===== src/rtl/fpmul_pkg.sv =====
// Shared types and constants for the fp32 multiplier scheduler.
// Holds the scheduler state encoding, operand width and index-width helper.
package fpmul_pkg;

    localparam int FP_W = 32;

    typedef enum logic [1:0] {
        IDLE = 2'd0,
        EXEC = 2'd1,
        RESP = 2'd2
    } state_e;

    // Index width that stays at least one bit wide for single-entry vectors.
    function automatic int id_w(input int n);
        return (n > 1) ? $clog2(n) : 1;
    endfunction

endpackage


===== src/rtl/rr_arbiter.sv =====
// Round-robin picker: first set request at or after ptr_i, searching cyclically.
// Purely combinational; no backpressure of its own.
module rr_arbiter
    import fpmul_pkg::*;
#(
    parameter  int N  = 2,
    localparam int IW = id_w(N)
) (
    input  logic [N-1:0]  req_i,
    input  logic [IW-1:0] ptr_i,
    output logic [N-1:0]  grant_o,
    output logic [IW-1:0] idx_o,
    output logic          any_o
);

    logic [IW-1:0] cand;
    logic          found;

    always_comb begin
        grant_o = '0;
        idx_o   = '0;
        found   = 1'b0;
        cand    = '0;
        for (int i = 0; i < N; i++) begin
            cand = IW'((int'(ptr_i) + i) % N);
            if (!found && req_i[cand]) begin
                found          = 1'b1;
                idx_o          = cand;
                grant_o[cand]  = 1'b1;
            end
        end
        any_o = found;
    end

endmodule


===== src/rtl/fpmul_scheduler.sv =====
// Shares one fp32 multiplier between N_REQ requesters; one op in flight at a time.
// Accept-to-response MUL_LAT+1 cycles; response held until rsp_ready, no new grant meanwhile.
module fpmul_scheduler
    import fpmul_pkg::*;
#(
    parameter  int N_REQ   = 2,
    parameter  int MUL_LAT = 1,
    parameter  int CNT_W   = 16,
    localparam int ID_W    = id_w(N_REQ)
) (
    input  logic                    clk,
    input  logic                    rst,
    input  logic [N_REQ-1:0]        req_valid,
    input  logic [N_REQ*FP_W-1:0]   req_a,
    input  logic [N_REQ*FP_W-1:0]   req_b,
    output logic [N_REQ-1:0]        req_ready,
    output logic [FP_W-1:0]         mul_a,
    output logic [FP_W-1:0]         mul_b,
    input  logic [FP_W-1:0]         mul_r,
    output logic                    rsp_valid,
    output logic [FP_W-1:0]         rsp_data,
    output logic [ID_W-1:0]         rsp_id,
    input  logic                    rsp_ready,
    output logic                    busy,
    output logic [CNT_W-1:0]        ops_done
);

    localparam int LAT_W = id_w(MUL_LAT);

    state_e             state_q, state_d;
    logic [ID_W-1:0]    ptr_q, ptr_d;
    logic [LAT_W-1:0]   lat_q, lat_d;
    logic [FP_W-1:0]    mul_a_q, mul_a_d;
    logic [FP_W-1:0]    mul_b_q, mul_b_d;
    logic               rsp_vld_q, rsp_vld_d;
    logic [FP_W-1:0]    rsp_dat_q, rsp_dat_d;
    logic [ID_W-1:0]    rsp_id_q, rsp_id_d;
    logic [CNT_W-1:0]   ops_q, ops_d;

    logic [N_REQ-1:0]   gnt;
    logic [ID_W-1:0]    gnt_idx;
    logic               gnt_any;

    rr_arbiter #(.N(N_REQ)) u_arb (
        .req_i   (req_valid),
        .ptr_i   (ptr_q),
        .grant_o (gnt),
        .idx_o   (gnt_idx),
        .any_o   (gnt_any)
    );

    // Grants are only offered in IDLE and are suppressed while reset is held.
    assign req_ready = (state_q == IDLE && rst) ? gnt : '0;

    always_comb begin
        state_d   = state_q;
        ptr_d     = ptr_q;
        lat_d     = lat_q;
        mul_a_d   = mul_a_q;
        mul_b_d   = mul_b_q;
        rsp_vld_d = rsp_vld_q;
        rsp_dat_d = rsp_dat_q;
        rsp_id_d  = rsp_id_q;
        ops_d     = ops_q;
        case (state_q)
            IDLE: begin
                if (gnt_any) begin
                    mul_a_d  = req_a[int'(gnt_idx)*FP_W +: FP_W];
                    mul_b_d  = req_b[int'(gnt_idx)*FP_W +: FP_W];
                    rsp_id_d = gnt_idx;
                    lat_d    = LAT_W'(MUL_LAT - 1);
                    ptr_d    = ID_W'((int'(gnt_idx) + 1) % N_REQ);
                    state_d  = EXEC;
                end
            end
            EXEC: begin
                if (lat_q == '0) begin
                    rsp_dat_d = mul_r;
                    rsp_vld_d = 1'b1;
                    state_d   = RESP;
                end else begin
                    lat_d = lat_q - LAT_W'(1);
                end
            end
            RESP: begin
                if (rsp_ready) begin
                    rsp_vld_d = 1'b0;
                    ops_d     = ops_q + CNT_W'(1);
                    state_d   = IDLE;
                end
            end
            default: state_d = IDLE;
        endcase
    end

    always_ff @(posedge clk or negedge rst) begin
        if (!rst) begin
            state_q   <= IDLE;
            ptr_q     <= '0;
            lat_q     <= '0;
            mul_a_q   <= '0;
            mul_b_q   <= '0;
            rsp_vld_q <= 1'b0;
            rsp_dat_q <= '0;
            rsp_id_q  <= '0;
            ops_q     <= '0;
        end else begin
            state_q   <= state_d;
            ptr_q     <= ptr_d;
            lat_q     <= lat_d;
            mul_a_q   <= mul_a_d;
            mul_b_q   <= mul_b_d;
            rsp_vld_q <= rsp_vld_d;
            rsp_dat_q <= rsp_dat_d;
            rsp_id_q  <= rsp_id_d;
            ops_q     <= ops_d;
        end
    end

    assign mul_a     = mul_a_q;
    assign mul_b     = mul_b_q;
    assign rsp_valid = rsp_vld_q;
    assign rsp_data  = rsp_dat_q;
    assign rsp_id    = rsp_id_q;
    assign busy      = (state_q != IDLE);
    assign ops_done  = ops_q;

endmodule


===== config.mk =====
export PLATFORM = sky130hd
export DESIGN_NAME = fpmul_scheduler
export DESIGN_NICKNAME = d
export VERILOG_FILES = /design/src/rtl/fpmul_pkg.sv /design/src/rtl/rr_arbiter.sv /design/src/rtl/fpmul_scheduler.sv
export SDC_FILE = /design/constraint.sdc
export NUM_CORES = 1
export LEC_CHECK = 0
export BUFFER_PORTS_ARGS = -buffer_cell sky130_fd_sc_hd__buf_2
export CAP_MARGIN = 40
export CORE_AREA = 2 2 110 112
export DETAILED_ROUTE_END_ITERATION = 6
export DIE_AREA = 0 0 112 114
export PLACE_DENSITY = 0.76
export SLEW_MARGIN = 0
export SYNTH_ARGS = -nofsm -noshare
export SYNTH_HDL_FRONTEND = slang
export SYNTH_SLANG_ARGS = --single-unit

===== constraint.sdc =====
create_clock -name clk -period 2.2 [get_ports clk]
set_input_delay 0.44 -clock clk [delete_from_list [all_inputs] [get_ports clk]]
set_output_delay 0.44 -clock clk [all_outputs]
set_load 0.05 [all_outputs]

==> impl_metrics.tcl, run 1 <==
set metrics [dict create \
    netSwitchingFraction_pct 49.03 \
    leakagePower_nw 3.828 \
    place_hpwl_um 9448 \
    clockPowerShare_pct 19.7 \
    vias_per_cell 5.172 \
    violations "DRC" \
    syn_to_final_growth_pct 45.08 \
    clk_latency_ns 0.40 \
    antenna_found_initial 0 \
    dieArea_sq_um 12770 \
    multi_input_area_sq_um 1408 \
    hold_viol 0 \
    cts_root_buffer "clkbuf_16" \
    route.detailed.drc 1 \
    port_buffers 281 \
    syn-mean-instance-area_sq_um 13.13 \
    slowest_stage "dfrtp_1" \
    clkTransAtPathRegs_ns 0.05 \
    cts_tree "built" \
    start_kind "flip-flop" \
    finalSetupTns_ns 0 \
    power_density_nw_per_um2 1912 \
    synth_seq_cells 117 \
    cts-buffers-inserted 17 \
    drtPass1Iterations 7 \
    initial_core_util_pct 40.25 \
    wl_um 12830 \
    routabilityCongestion 0.7825 \
    ant_nets 0 \
    max_stage_delay_ns 0.46 \
    hold_start "req_a[62]" \
    grt_overflow 0 \
    synth_area_sq_um 4713 \
    fp.dieH_um 114 \
    synth_nets 525 \
    grt_setup_unrepaired "no" \
    drive_above_1_share_pct 54.96 \
    cp_max_fo 7 \
    sequentialPowerShare_pct 28.4 \
    utilization_pct 58.39 \
    yosysWarnings 0 \
    n_fill_cell 976 \
    p_int_w 0.006664 \
    seq_area_sq_um 2928 \
    cts_sinks 117 \
    maxCapViolations 0 \
    clock-skew-final_ns 0.005264 \
    wl_per_cell_um 15.99 \
    switchingPower_w 0.006411 \
    syn_inst 359 \
    cts_buffer_depth 2 \
    p_comb_share_pct 51.9 \
    setup_viol 0 \
    dieWidth_um 112 \
    yosysUniqueCellTypes 29 \
    rows 40 \
    grt_pass1_vias 4194 \
    period_minus_slack_ns 2.091 \
    drv_slew 0 \
    cp_cell_sequence "nor2_4 -> and3_2 -> and2_1 -> clkbuf_4" \
    ctsHtreeMaxLevel 4 \
    core_sq_um 11710 \
    path_class "flip-flop to output pin" \
    slew_headroom_pct 51.22 \
    status "finished, violations left" \
    via_count 4148 \
    crit_start "state_q[1]$_DFFE_PN0P_" \
    r2r_start "state_q[0]$_DFFE_PN0P_" \
    ioPinCount 282 \
    grt_first_pass_wirelength_um 19980 \
    cp-end-kind "output pin" \
    ir_worst_vdd_mv 1.033 \
    tightest_slew_ns 0.7318 \
    nets 809 \
    grt.total_usage_pct 19.80 \
    grt_max_degree 66 \
    arrival_ns 1.65 \
    drt_iter0_drc 376 \
    required_ns 1.76 \
    num_antenna_cells 0 \
    max_freq_ghz 0.4783 \
    hold_path_class "input pin to flip-flop" \
    yosysSeqAreaShare_pct 62.12 \
    final.period_utilization_pct 95.03 \
    cts_setup_buffers 0 \
]
==> routing by layer <==
| metal | wire length, um | up-vias | share of wire (%) | GRT usage (%) |
|---|---|---|---|---|
| li1 | - | 1898 | - | - |
| met1 | 4839 | 2012 | 38 | 22.31 |
| met2 | 6770 | 223 | 53 | 36.12 |
| met3 | 982 | 15 | 7.7 | 5.154 |
| met4 | 233 | 0 | 1.8 | 7.642 |
| met5 | 0 | - | 0 | 0 |
==> synth_stat cells <==
cell type / number / area (sq um)
dfrtp_1: 117 / 2928
inv_1: 67 / 251.5
a222oi_1: 64 / 640.6
mux2_2: 33 / 371.6
buf_2: 12 / 60.06
clkbuf_1: 8 / 30.03
xnor2_1: 8 / 70.07
and3_1: 7 / 43.79
xor2_1: 7 / 61.31
buf_6: 5 / 56.30
nand2_1: 5 / 18.77
nand3_1: 3 / 15.01
nand4_1: 3 / 18.77
a21o_1: 2 / 15.01
a21oi_1: 2 / 10.01
and2_1: 2 / 12.51
and4_1: 2 / 17.52
and3_4: 1 / 11.26
and4b_1: 1 / 10.01
ha_1: 1 / 12.51
nand2b_1: 1 / 6.260
nand3b_1: 1 / 7.510
nor2_1: 1 / 3.750
nor2_2: 1 / 6.260
nor2b_1: 1 / 6.260
nor3_2: 1 / 10.01
nor3b_1: 1 / 7.510
o21ai_1: 1 / 5.000
or2_2: 1 / 6.260
==> metrics by stage <==
step	setup slack, ns	instances	power (W)	area, sq um	hold WS (ns)
5_1_grt	0.008205	802	0.01373	6838	0.2386
3_3_place_gp	0.4117	770	0.01036	6247	0.2646
2_1_floorplan	0.2273	359	0.008864	4713	0.1444
3_5_place_dp	0.3727	770	0.01055	6247	0.2670
6_report	0.1092	802	0.01307	6838	0.2517
4_1_cts	0.02336	802	0.01320	6835	0.2272
==> cell type report <==
cell class,instances,area share [%]
Clock inverter,9,1.116
Tap cell,147,2.690
Inverter,67,3.678
Multi-Input combinational cell,150,20.59
Timing Repair Buffer,290,21.88
Sequential cell,117,42.82
Clock buffer,22,7.228
==> repair_timing <==
item / in CTS / in global routing
gates resized for setup: 2 / 1
hold buffers: 1 / 0
hold endpoints to repair: 4 / 0
endpoints found under the setup margin: 2 / 1
==> worst max-delay path, delay by kind of cell, from the launching register on <==
family,cells,cell delay (ns)
buf+inv,1,0.23
flops,1,0.46
simple gates,3,0.56
==> flip-flops by register name, summed over array words and instances, names as in the netlist <==
register   cells
rsp_id         1
ptr_q          1
state_q        2
rsp_data      32
ops_done      16
mul_a         32
rsp_valid      1
mul_b         32
==> logic make-up after synthesis <==
family                   count (synthesis)  synth area share [%]
XOR/XNOR                                15                 2.787
AND/OR/NAND/NOR                         32                 4.274
adder cells (fa/ha/maj)                  1                0.2654
multiplexers                            33                 7.884
flip-flops                             117                 62.12
AO/OA/AOI/OAI                           69                 14.23
buffers and inverters                   92                 8.442
==> path summary, 6_finish.rpt <==
kind | slack [ns] | cells past startpoint | end
max in group asynchronous | 0.87 | 3 | mul_b[14]$_DFFE_PN0P_
setup reg to reg | 0.53 | 4 | ops_done[9]$_DFFE_PN0P_
setup / recovery | 0.11 | 4 | req_ready[1]
hold / removal | 0.25 | 3 | mul_a[30]$_DFFE_PN0P_
hold reg to reg | 0.47 | 1 | rsp_id$_DFFE_PN0P_
min in group asynchronous | 0.39 | 2 | ops_done[9]$_DFFE_PN0P_
==> placed cells by master, fill, tap and decap left out, types with 2 or more instances in the layout <==
master / n
nand3_1: 3
a21oi_1: 2
buf_4: 9
dfrtp_1: 117
a222oi_1: 64
xnor2_1: 8
and3_1: 6
clkbuf_8: 5
and2_1: 2
a21o_1: 2
inv_1: 67
clkbuf_16: 17
mux2_2: 33
buf_2: 278
xor2_1: 7
nand2_1: 5
clkinv_2: 6
nand4_1: 3
and4_1: 2
==> power groups by stage <==
stage                     clock network, W  registers (W)  logic (W)
final                              0.00258        0.00371    0.00679
after global routing               0.00275        0.00382    0.00716
after floorplan                          0        0.00691    0.00195
after detailed placement                 0        0.00371    0.00684
after CTS                          0.00264        0.00371    0.00685
after global placement                   0        0.00366    0.00670
No activity file was read; power rests on OpenSTA's default activity.
==> inputs of run 2 (changes only) <==
--- a/config.mk
+++ b/config.mk
@@ -9,4 +9,5 @@
 export CAP_MARGIN = 40
 export CORE_AREA = 2 2 110 112
+export CTS_CLUSTER_DIAMETER = 40
 export DETAILED_ROUTE_END_ITERATION = 6
 export DIE_AREA = 0 0 112 114
@@ -16,2 +17,3 @@
 export SYNTH_HDL_FRONTEND = slang
 export SYNTH_SLANG_ARGS = --single-unit
+export TNS_END_PERCENT = 5
==> constraint.sdc (replaced) <==
create_clock -name clk -period 2.2 [get_ports clk]
set_input_delay 0.44 -clock clk [delete_from_list [all_inputs] [get_ports clk]]
set_output_delay 0.44 -clock clk [all_outputs]
set_load 0.005 [all_outputs]
==> run 2 against run 1 <==
The run still ends with DRC left. First-iteration DRC count is 1.3% lower. Sequential power hardly changed. Via count is 1.1% higher.
==> impl_metrics.tcl, run 2 (synthesized netlist as in run 1, its figures left out) <==
set metrics [dict create \
    nets 810 \
    postCtsHoldBufs 0 \
    grt_first_pass_wirelength_um 20730 \
    slew_headroom_pct 48.41 \
    cts_sinks 117 \
    initial_core_util_pct 40.25 \
    setup_ws_ns 0.2062 \
    ctsHtreeMaxLevel 4 \
    utilization_pct 58.54 \
    ant_nets 0 \
    arrival_ns 1.55 \
    dieArea_sq_um 12770 \
    cts_tree "built" \
    cts_setup_buffers 1 \
    grt_max_degree 64 \
    maxCapViolations 0 \
    dieWidth_um 112 \
    drt_iter0_drc 371 \
    core_sq_um 11710 \
    place_hpwl_um 9728 \
    leakagePower_nw 3.830 \
    period_minus_slack_ns 1.994 \
    hold_viol 0 \
    cp-end-kind "output pin" \
    violations "DRC" \
    syn_to_final_growth_pct 45.45 \
    required_ns 1.76 \
    p_int_w 0.006662 \
    wl_per_cell_um 16.34 \
    drtPass1Iterations 7 \
    final_cell_count_no_fill 804 \
    status "finished, violations left" \
    clock-skew-final_ns 0.008408 \
    antenna_found_initial 0 \
    fin_area_sq_um 6855 \
    via_count 4194 \
    drive_above_1_share_pct 55.25 \
    clkTransAtPathRegs_ns 0.06 \
    routabilityCongestion 0.7765 \
    grt_pass1_vias 4318 \
    clk_latency_ns 0.40 \
    grt_overflow 0 \
    tightest_slew_ns 0.7739 \
    n_fill_cell 976 \
    netSwitchingFraction_pct 32.59 \
    dp_slack_ns 0.4234 \
    grt_setup_unrepaired "no" \
    final_common_cell "buf_2" \
    grt.total_usage_pct 20.67 \
    sequentialPowerShare_pct 37.4 \
    port_buffers 281 \
    drv_slew 0 \
    hold_path_class "input pin to async pin" \
    final_cell_mix "buf_2, dfrtp_1, inv_1" \
    r2r_cells 6 \
    numPlacedInstances 771 \
    fp.dieH_um 114 \
    clockPowerShare_pct 27.2 \
    setup_viol 0 \
    rows 40 \
    switchingPower_w 0.003220 \
    p_comb_share_pct 35.3 \
    cts-buffers-inserted 17 \
    final.period_utilization_pct 90.63 \
    wl_um 13140 \
    start_kind "flip-flop" \
    cp_max_fo 7 \
    path_class "flip-flop to output pin" \
    num_antenna_cells 0 \
    cts_root_buffer "clkbuf_16" \
    placed_cell_area_sq_um 6255 \
    ir_worst_vdd_mv 0.6586 \
    max_freq_ghz 0.5015 \
    ioPinCount 282 \
    vias_per_cell 5.216 \
    power_density_nw_per_um2 1442 \
    cts_buffer_depth 2 \
    finalSetupTns_ns 0 \
    ctsResizeCount 0 \
    route.detailed.drc 3 \
]
run 2: cell count changes in the layout (fill, tap and decap cells not counted), sizes merged:
cell,previous run,this run
buf,288,291
dlygate4sd3,1,0
clkbuf,23,18
bufinv,1,2
inv,67,69
clkinvlp,1,3
run 2: final timing paths:
path	from	to	slack (ns)
hold reg to reg	ops_done[15]$_DFFE_PN0P_	ops_done[15]$_DFFE_PN0P_	0.48
max in group asynchronous	rst	mul_b[7]$_DFFE_PN0P_	1.44
hold / removal	rst	ops_done[12]$_DFFE_PN0P_	0.22
setup / recovery	state_q[1]$_DFFE_PN0P_	req_ready[1]	0.21
setup reg to reg	state_q[1]$_DFFE_PN0P_	mul_a[20]$_DFFE_PN0P_	0.42
min in group clk	req_b[57]	mul_b[25]$_DFFE_PN0P_	0.25
run 2: power by group through the flow:
stage / logic [W] / clock network, W / registers [W]
3_5_place_dp: 0.00354 / 0 / 0.00370
3_3_place_gp: 0.00341 / 0 / 0.00366
2_1_floorplan: 0.00190 / 0 / 0.00374
4_1_cts: 0.00355 / 0.00276 / 0.00370
6_report: 0.00349 / 0.00269 / 0.00370
5_1_grt: 0.00389 / 0.00289 / 0.00382
run 2: area by class of cell:
class                      count  area [sq um]  area share [%]
clock inverter                14         153.9           2.245
multi-input combinational    150          1403           20.46
inverter                      67         251.5           3.669
clock buffer                  18         439.2           6.406
tap                          147         183.9           2.683
sequential                   117          2928           42.71
timing repair buffer         291          1496           21.83
run 2: metal layers:
layer | GRT usage [%] | part of all wire, % | up-vias
li1 | - | - | 1907
met1 | 23.22 | 37 | 2054
met2 | 37.90 | 53 | 220
met3 | 5.579 | 8.3 | 13
met4 | 7.398 | 1.6 | 0
met5 | 0 | 0 | -
run 2: metrics by stage:
stage	total power [W]	hold slack, ns
after floorplan	0.005641	0.1444
after global placement	0.007071	0.4590
after detailed placement	0.007242	0.4658
after CTS	0.01001	0.2316
after global routing	0.01059	0.2408
final	0.009883	0.2164
run 2: critical path, stage by stage, from the launching register on:
cell and delay, ns:
dfrtp_1 0.45, nor2_2 0.22, and3_2 0.24, and2_1 0.12, buf_2 0.12
